[config.mk]
export PLATFORM = sky130hd
export DESIGN_NAME = noc_inject_port
export DESIGN_NICKNAME = d
export VERILOG_FILES = /design/src/rtl/noc_pkg.sv /design/src/rtl/noc_vc_fifo.sv /design/src/rtl/noc_inject_port.sv
export SDC_FILE = /design/constraint.sdc
export NUM_CORES = 1
export LEC_CHECK = 0
export ABC_AREA = 1
export CORE_MARGIN = 2
export CORE_UTILIZATION = 63
export CTS_BUF_LIST = sky130_fd_sc_hd__clkbuf_16
export DETAILED_ROUTE_END_ITERATION = 8
export PLACE_DENSITY_LB_ADDON = 0.2
export SLEW_MARGIN = 25
export SYNTH_ARGS = -nofsm -noshare
export SYNTH_HDL_FRONTEND = slang
export SYNTH_HIERARCHICAL = 1
export SYNTH_SLANG_ARGS = --single-unit
export TNS_END_PERCENT = 20
[constraint.sdc]
create_clock -name clk -period 3.84 [get_ports clk]
set_clock_uncertainty 0.15 [all_clocks]
set_input_delay 0.384 -clock clk [delete_from_list [all_inputs] [get_ports clk]]
set_output_delay 0.384 -clock clk [all_outputs]
set_load 0.01 [all_outputs]
[src/rtl/noc_pkg.sv]
// noc_pkg: shared flit type, default sizes and arbiter state encoding for
// the NoC client injection port.
package noc_pkg;

    localparam int VC_W_DEF       = 3;
    localparam int X_W_DEF        = 2;
    localparam int Y_W_DEF        = 2;
    localparam int D_W_DEF        = 1;
    localparam int FIFO_DEPTH_DEF = 4;

    localparam int NVC   = 1 << VC_W_DEF;
    localparam int PTR_W = $clog2(FIFO_DEPTH_DEF);

    // One buffered flit; the VC id is implied by the FIFO it sits in.
    typedef struct packed {
        logic [X_W_DEF-1:0] x;
        logic [Y_W_DEF-1:0] y;
        logic [D_W_DEF-1:0] data;
    } flit_t;

    typedef enum logic {
        IDLE = 1'b0,
        LOCK = 1'b1
    } arb_state_e;

endpackage

[src/rtl/noc_vc_fifo.sv]
// noc_vc_fifo: per-VC flit FIFO with registered occupancy.
// Exposes the head and the entry behind it so the arbiter can present the
// next flit of the same VC in the cycle the current head is popped.
module noc_vc_fifo
    import noc_pkg::*;
#(
    parameter int AW = PTR_W
) (
    input  logic  clk,
    input  logic  rst,
    input  logic  push_i,
    input  logic  pop_i,
    input  flit_t din_i,
    output flit_t head_o,
    output flit_t head2_o,
    output logic  full_o,
    output logic  empty_o,
    output logic  last_o
);

    localparam int DEPTH = 1 << AW;
    localparam int CW    = AW + 1;

    flit_t          mem_q [DEPTH];
    logic [AW-1:0]  rd_ptr_q;
    logic [AW-1:0]  wr_ptr_q;
    logic [AW-1:0]  rd_nxt;
    logic [CW-1:0]  cnt_q;

    // Storage array holds data only, so it carries no reset.
    always_ff @(posedge clk) begin
        if (push_i) begin
            mem_q[wr_ptr_q] <= din_i;
        end
    end

    // Pointers and occupancy; simultaneous push and pop leave the count unchanged.
    always_ff @(posedge clk) begin
        if (rst) begin
            rd_ptr_q <= '0;
            wr_ptr_q <= '0;
            cnt_q    <= '0;
        end else begin
            if (push_i) begin
                wr_ptr_q <= wr_ptr_q + AW'(1);
            end
            if (pop_i) begin
                rd_ptr_q <= rd_ptr_q + AW'(1);
            end
            case ({push_i, pop_i})
                2'b10:   cnt_q <= cnt_q + CW'(1);
                2'b01:   cnt_q <= cnt_q - CW'(1);
                default: cnt_q <= cnt_q;
            endcase
        end
    end

    assign rd_nxt  = rd_ptr_q + AW'(1);
    assign head_o  = mem_q[rd_ptr_q];
    assign head2_o = mem_q[rd_nxt];
    assign full_o  = (cnt_q == CW'(DEPTH));
    assign empty_o = (cnt_q == '0);
    assign last_o  = (cnt_q == CW'(1));

endmodule

[src/rtl/noc_inject_port.sv]
// noc_inject_port: router-side end of the client injection link.
// Acks client flits into one FIFO per VC and round-robin arbitrates the
// FIFOs onto a registered valid/ready link toward the router core.
// Optional build macro INJ_STATS_EN adds acc_cnt, fwd_cnt and stall outputs.
// Flit field widths come from noc_pkg; parameter overrides must agree with it.
module noc_inject_port
    import noc_pkg::*;
#(
    parameter int VC_W       = VC_W_DEF,
    parameter int X_W        = X_W_DEF,
    parameter int Y_W        = Y_W_DEF,
    parameter int D_W        = D_W_DEF,
    parameter int FIFO_DEPTH = FIFO_DEPTH_DEF
) (
    input  logic            clk,
    input  logic            rst,
    input  logic            i_v,
    input  logic [VC_W-1:0] i_vc,
    input  logic [X_W-1:0]  i_x,
    input  logic [Y_W-1:0]  i_y,
    input  logic [D_W-1:0]  i_data,
    output logic            i_ack,
    output logic            o_v,
    input  logic            o_rdy,
    output logic [VC_W-1:0] o_vc,
    output logic [X_W-1:0]  o_x,
    output logic [Y_W-1:0]  o_y,
    output logic [D_W-1:0]  o_data
`ifdef INJ_STATS_EN
    ,
    output logic [31:0]     acc_cnt,
    output logic [31:0]     fwd_cnt,
    output logic            stall
`endif
);

    flit_t           in_flit;
    logic [NVC-1:0]  full;
    logic [NVC-1:0]  empty;
    logic [NVC-1:0]  last;
    logic [NVC-1:0]  push;
    logic [NVC-1:0]  pop;
    logic [NVC-1:0]  avail;
    flit_t           head  [NVC];
    flit_t           head2 [NVC];

    arb_state_e      state_q;
    logic [VC_W-1:0] rr_q;
    logic [VC_W-1:0] grant_q;
    logic            o_v_q;
    logic [VC_W-1:0] o_vc_q;
    flit_t           o_flit_q;

    logic            do_pop;
    logic            found;
    logic [VC_W-1:0] base;
    logic [VC_W-1:0] idx;
    logic [VC_W-1:0] grant_d;
    flit_t           head_d;

    assign in_flit = {i_x, i_y, i_data};

    // Acceptance looks only at registered fullness: no same-cycle pop bypass.
    assign i_ack = !rst && i_v && !full[i_vc];

    for (genvar v = 0; v < NVC; v++) begin : g_vc
        noc_vc_fifo #(
            .AW($clog2(FIFO_DEPTH))
        ) u_fifo (
            .clk     (clk),
            .rst     (rst),
            .push_i  (push[v]),
            .pop_i   (pop[v]),
            .din_i   (in_flit),
            .head_o  (head[v]),
            .head2_o (head2[v]),
            .full_o  (full[v]),
            .empty_o (empty[v]),
            .last_o  (last[v])
        );
    end

    // Push/pop decode and round-robin pick over the occupancy left after this cycle's pop.
    always_comb begin
        push    = '0;
        pop     = '0;
        do_pop  = (state_q == LOCK) && o_rdy;
        if (i_ack) begin
            push[i_vc] = 1'b1;
        end
        if (do_pop) begin
            pop[grant_q] = 1'b1;
        end
        avail   = ~empty & ~(pop & last);
        base    = do_pop ? (grant_q + VC_W'(1)) : rr_q;
        found   = 1'b0;
        grant_d = base;
        idx     = '0;
        // Scan from farthest to nearest so the nearest candidate wins.
        for (int k = NVC - 1; k >= 0; k--) begin
            idx = base + VC_W'(k);
            if (avail[idx]) begin
                found   = 1'b1;
                grant_d = idx;
            end
        end
        // A VC popped this cycle presents the entry behind its current head.
        head_d = pop[grant_d] ? head2[grant_d] : head[grant_d];
    end

    // Arbiter FSM with the registered output stage toward the router core.
    always_ff @(posedge clk) begin
        if (rst) begin
            state_q  <= IDLE;
            rr_q     <= '0;
            grant_q  <= '0;
            o_v_q    <= 1'b0;
            o_vc_q   <= '0;
            o_flit_q <= '0;
        end else begin
            case (state_q)
                IDLE: begin
                    if (found) begin
                        grant_q  <= grant_d;
                        o_v_q    <= 1'b1;
                        o_vc_q   <= grant_d;
                        o_flit_q <= head_d;
                        state_q  <= LOCK;
                    end
                end
                LOCK: begin
                    if (o_rdy) begin
                        rr_q <= grant_q + VC_W'(1);
                        if (found) begin
                            grant_q  <= grant_d;
                            o_vc_q   <= grant_d;
                            o_flit_q <= head_d;
                        end else begin
                            o_v_q   <= 1'b0;
                            state_q <= IDLE;
                        end
                    end
                end
                default: state_q <= IDLE;
            endcase
        end
    end

    assign o_v    = o_v_q;
    assign o_vc   = o_vc_q;
    assign o_x    = o_flit_q.x;
    assign o_y    = o_flit_q.y;
    assign o_data = o_flit_q.data;

`ifdef INJ_STATS_EN
    logic [31:0] acc_cnt_q;
    logic [31:0] fwd_cnt_q;

    // Free-running accept/forward counters that wrap at 2^32.
    always_ff @(posedge clk) begin
        if (rst) begin
            acc_cnt_q <= '0;
            fwd_cnt_q <= '0;
        end else begin
            if (i_ack) begin
                acc_cnt_q <= acc_cnt_q + 32'd1;
            end
            if (o_v_q && o_rdy) begin
                fwd_cnt_q <= fwd_cnt_q + 32'd1;
            end
        end
    end

    assign acc_cnt = acc_cnt_q;
    assign fwd_cnt = fwd_cnt_q;
    assign stall   = i_v && !i_ack;
`endif

endmodule
==> flow_summary.yaml, run 1 <==
status:
  status: "finished, final reports clean"
critical_path:
  worst-path-max-fanout: 32
  worstReg2RegStart: "grant_q[0]"
  crit_required_ns: 4.14
  critPathMostFrequentCell: "nand2_1"
  startpoint_type: "flip-flop"
  worstSetupStartpoint: "grant_q[0]"
  arrival_ns: 3.76
  cp.depth: 25
  crit_type: "flip-flop to flip-flop"
  slowest_stage: "ha_1"
  endpoint_kind: "flip-flop"
  crit_buf_inv: 5
  critical_path.endpoint: "o_x[1]"
  reg2regPathDepth: 25
  reg2reg_slack_ns: 0.38
  slowest_delay_ns: 0.33
  worstReg2RegEnd: "o_x[1]"
  path_delay_family: "simple AND/OR/NAND/NOR gates"
cts:
  clk_pin_slew_ns: 0.06
  clk_path_buf_depth: 3
  clkLatencyLatePin_ns: 0.55
  cts_buffers: 27
  postCtsHoldBufs: 0
  cts_tree: "yes"
  cts_setup_buffers: 0
  cts_num_sinks: 245
  post_cts_resized: 0
  cts-root-buf: "clkbuf_16"
  htree_num_levels: 1
detailed_routing:
  final_antenna_net_count: 0
  num_vias: 11918
  via_per_inst: 5.68
  drt-initial-drc-count: 1094
  dr.pass1.iters: 5
  drt-total-wl_um: 35400
  drcViolationCount: 0
  route.detailed.wl_per_inst_um: 16.9
sta:
  slew_headroom_pct: 67.7
  max_clock_freq_ghz: 0.289
  setup_viol: 0
  period_minus_slack_ns: 3.46
  rsz0062_at_grt: "false"
  whs_ns: 0.354
  maxSlewViolCount: 0
  worst_slew_pin_slew_ns: 0.484
  hold_viol: 0
  min_period_over_period_pct: 90.0
place:
  dp.cells: 2047
  io_buffer_count: 21
  dp_hpwl_um: 25900
  place_congestion: 0.991
  dpl_cell_area_mm2: 0.0145
synthesis:
  synthDistinctLibCells: 40
  yosys.cell_count.top_type: "nand2_1"
  synth_area_per_cell_um2: 7.95
  synth-async-reset-ratio_pct: 0
  yosys_warnings: 6
  synth_cells: 1747
  syn_nets: 1834
  synth_top_area_share_pct: 34.6
  synth_edf_count: 160
  synth_ff_type: "edfxtp_1"
  yosysTopAreaCell: "edfxtp_1"
  synthTopCellsByCount: "472 x nand2_1, 213 x inv_1, 173 x nand3_1"
  post_synth_instance_area_mm2: 0.0139
  synth.area.top_cells: "edfxtp_1 35%, nand2_1 13%, dfxtp_1 12%"
  ys_seq_elements: 245
  synth_seq_area_share_pct: 46.9
floorplan:
  rows: 54
  chipWidth_um: 152
  coreArea_mm2: 0.0218
  dieArea_mm2: 0.0232
  die_h_um: 152
  initial_core_util_pct: 63.8
  io_pins: 22
grt:
  antenna_found_initial: 0
  grt_max_degree: 43
  grt_pass1_wl_um: 57300
  grt_pass1_vias: 11503
  busiest_layer: "met2"
  met3_usage_pct: 4.15
  met2_usage_pct: 50.9
  grt.overflow.total: 0
  grt_use_total_pct: 30.5
  gr-usage-met1_pct: 40.2
layout:
  stdcell_count: 2098
  fill_cells: 1768
  design_area_mm2: 0.0154
  nNetsFinal: 1883
  area_delta_synth_final_pct: 10.6
  drive_gt1_share_pct: 8.48
power:
  cellLeakagePower_nw: 7.02
  power.total_mw: 12.2
  power.density_mw_per_mm2: 796
  vdd_ir_drop_max_mv: 1.10
worst_hold_path:
  worstHoldPathType: "flip-flop to flip-flop"
  hold_start: "o_data"
job:
  drv_cap: 0
[logic make-up after synthesis]
group,Yosys count,share of synthesized area [%]
buffers and inverters,293,9.29
adders and majority gates,75,6.76
DFF,245,46.9
xor gates and xnor gates,15,0.946
and+or+nand+nor,882,27.1
muxes,1,0.0721
AOI/OAI and AO/OA,236,9.02
[through the flow]
stage	setup slack [ns]	utilization, %	TNS (ns)
after floorplan	0.562	-	0
after global placement	0.0487	66.6	0
after detailed placement	-0.0641	66.6	-0.194
after CTS	0.361	70.6	0
after global routing	0.0588	70.6	0
final	0.384	70.6	0
[sequential cells by signal, summed over array words and instances, names as in the netlist, named ones only]
register,flops
g_vc.u_fifo/mem_q,160
grant_q,3
rr_q,3
o_data,1
state_q,1
o_y,2
o_v,1
g_vc.u_fifo/rd_ptr_q,16
o_x,2
g_vc.u_fifo/cnt_q,24
g_vc.u_fifo/wr_ptr_q,16
[worst min-delay path by stage]
stage | to | slack [ns] | depth (start not counted)
final | o_data | 0.35 | 2
after global placement | g_vc[3].u_fifo/cnt_q[0] | 0.34 | 1
after floorplan | g_vc[0].u_fifo/cnt_q[0] | 0.31 | 1
after detailed placement | g_vc[1].u_fifo/cnt_q[0] | 0.34 | 1
after CTS | g_vc[1].u_fifo/cnt_q[0] | 0.36 | 1
after global routing | o_data | 0.38 | 2
[placed cells by master, fill, tap and decap left out, types with 3 or more instances in the layout]
cell type	count
o21ai_0	93
buf_4	39
buf_12	4
clkinvlp_4	4
nand3_1	173
o21ai_2	3
dfxtp_1	85
o22ai_1	29
clkbuf_16	28
nor2_1	161
inv_6	3
nand4_1	34
ha_1	75
nand2_1	471
clkdlybuf4s50_1	21
xor2_1	14
o21ai_1	38
inv_2	31
nor4_1	7
a21oi_1	68
nand2_2	7
nor2_2	16
edfxtp_1	160
nor2_4	6
clkinv_2	4
clkinv_1	8
inv_1	216
[area by class of cell]
cell class	count	area, um2	share of cell area [%]
diodes	1	2.50	0.0163
clock inverters	22	165	1.08
multi-input cells	1209	6090	39.7
flip-flops and latches	245	6510	42.4
well taps	280	350	2.28
inverters	249	961	6.26
clock buffers	28	701	4.56
repair buffers	64	583	3.80
[per-layer routing]
metal  routed length [um]  part of all wire [%]
met5                    0                     0
met4                 1560                   4.4
met3                 2670                   7.5
met2                16500                    47
met1                14700                    41
[worst min-delay path, cell delays in order (launching register included)]
cell	delay (ns)
dfxtp_1	0.33
nand2_1	0.07
a21oi_1	0.06
[power by group]
part | switching, mW | internal (mW) | total [mW] | leakage, nW
Sequential | 0.108 | 2.91 | 3.02 | 2.13
Combinational | 4.32 | 2.38 | 6.69 | 4.47
Clock | 1.06 | 1.45 | 2.51 | 0.425
Total | 5.48 | 6.74 | 12.2 | 7.02
Power figures use the tool's default switching activity.
==> run 2: changes to the inputs <==
MAX_ROUTING_LAYER = met4   (was default)
==> run 2 against run 1 <==
Effect of this change: worst setup slack improved by 0.013 ns; largest cell class unchanged; die area unchanged; count of clock-buffer cells in the layout unchanged.
==> flow_summary.yaml, run 2 (synthesis results as in run 1) <==
worst_hold_path:
  worstHoldPathType: "flip-flop to flip-flop"
  hold_start: "g_vc[2].u_fifo/cnt_q[0]"
  hold_path_depth: 1
power:
  seqPwrFrac_pct: 24.2
  p_int_mw: 7.00
  switching_share_pct: 43.9
  cellLeakagePower_nw: 7.08
  vdd_ir_drop_max_mv: 1.01
  pwr-share-comb_pct: 54.0
  power.density_mw_per_mm2: 807
  p_clk_share_pct: 21.8
  p_sw_mw: 5.48
  power.total_mw: 12.5
layout:
  diodes: 0
  area_delta_synth_final_pct: 11.4
  design_area_mm2: 0.0155
  fin_util_pct: 71.1
  largest-register: "g_vc.u_fifo/mem_q"
  layout_commonest_cell: "nand2_1"
  nNetsFinal: 1886
  largest_register_ffs: 160
  drive_gt1_share_pct: 8.85
  largestRegisters: "g_vc.u_fifo/mem_q (160), g_vc.u_fifo/cnt_q (24)"
  final_cell_mix: "472 x nand2_1, 215 x inv_1, 173 x nand3_1, 161 x nor2_1, 160 x edfxtp_1"
detailed_routing:
  drt-total-wl_um: 36300
  final_antenna_net_count: 0
  met3WireLength_um: 2580
  route.met2.wl_um: 17100
  via_per_inst: 5.71
  drt-initial-drc-count: 1044
  num_vias: 11978
  top_layer: "met4"
  dr.pass1.iters: 8
  route.detailed.wl_per_inst_um: 17.3
  drcViolationCount: 0
  wl_met1_um: 15000
grt:
  grt_pass1_vias: 11504
  antenna_found_initial: 0
  grt_max_degree: 41
  grt.overflow.total: 0
  grt_use_total_pct: 32.3
  grt_pass1_wl_um: 58500
place:
  io_buffer_count: 21
  place_congestion: 1.00
  dp_hpwl_um: 26000
  dpl_cell_area_mm2: 0.0145
status:
  status: "finished, final reports clean"
sta:
  max_clock_freq_ghz: 0.290
  setup_viol: 0
  finalSetupTns_ns: 0
  period_minus_slack_ns: 3.44
  maxSlewViolCount: 0
  hold_viol: 0
  worst_slew_pin_slew_ns: 0.519
  slew_headroom_pct: 65.3
  min_period_over_period_pct: 89.7
  rsz0062_at_grt: "false"
critical_path:
  worstReg2RegStart: "grant_q[1]"
  startpoint_type: "flip-flop"
  slowest_delay_ns: 0.33
  arrival_ns: 3.76
  endpoint_kind: "flip-flop"
  cp.depth: 24
  crit_required_ns: 4.15
  worst-path-max-fanout: 22
  path_delay_family: "simple AND/OR/NAND/NOR gates"
  reg2regPathDepth: 24
  worstSetupStartpoint: "grant_q[1]"
  crit_buf_inv: 3
  slowest_stage: "dfxtp_1"
  crit_type: "flip-flop to flip-flop"
  worstPathCellList: "ha_1 -> o21ai_2 -> inv_2 -> ha_1 -> inv_1 -> nand3_1 -> nand3_1 -> nand2_2 -> a21oi_1 -> nand2_1 -> nand2_1 -> nand3_1 -> nand2_1 -> nand2_1 -> nand2_1 -> buf_4 -> nand3_1 -> nand2_1 -> nand2_1 -> nand2_1 -> nand2_1 -> nand2_1 -> nand2_1 -> a21oi_1"
  critPathMostFrequentCell: "nand2_1"
cts:
  cts_buffers: 26
  cts_setup_buffers: 0
  cts_num_sinks: 245
  clk_pin_slew_ns: 0.06
  htree_num_levels: 1
  cts_tree: "yes"
  clk_path_buf_depth: 3
  clkLatencyLatePin_ns: 0.54
  postCtsHoldBufs: 0
  post_cts_resized: 0
  cts-root-buf: "clkbuf_16"
floorplan:
  initial_core_util_pct: 63.8
  io_pins: 22
  dieArea_mm2: 0.0232
  rows: 54
  chipWidth_um: 152
  coreArea_mm2: 0.0218
  die_h_um: 152
job:
  drv_cap: 0
-- run 2: cell type report --
| type | count | area [um2] |
|---|---|---|
| inverter | 249 | 961 |
| multi-input combinational | 1209 | 6090 |
| sequential | 245 | 6510 |
| tap | 280 | 350 |
| fill | 1710 | 6290 |
| timing repair buffer | 68 | 626 |
| clock buffer | 28 | 701 |
| clock inverter | 20 | 236 |
-- run 2: path summary, 6_finish.rpt --
kind,endpoint,slack [ns]
max reg2reg,o_x[0],0.40
min,g_vc[2].u_fifo/cnt_q[0],0.36
min reg2reg,g_vc[2].u_fifo/cnt_q[0],0.36
max,o_x[0],0.40
-- run 2: power groups by stage --
stage	Sequential, mW	Clock, mW	Combinational [mW]
final	3.02	2.73	6.74
after CTS	3.02	2.75	6.62
after global routing	3.03	2.85	7.60
after global placement	3.07	0	6.53
after floorplan	3.04	0	4.88
after detailed placement	3.07	0	6.58
-- run 2: routing by layer --
layer  track usage [%]  vias to the layer above
li1                  -                     5842
met1              41.7                     5492
met2              52.5                      532
met3              3.47                      112
met4              13.4                        0
met5                 -                        -
-- run 2: through the flow --
step / hold slack, ns / instances / setup slack (ns)
after floorplan: 0.313 / 1747 / 0.562
after global placement: 0.334 / 2051 / 0.0384
after detailed placement: 0.341 / 2051 / 0.00224
after CTS: 0.359 / 2099 / 0.428
after global routing: 0.386 / 2099 / 0.101
final: 0.356 / 2099 / 0.397
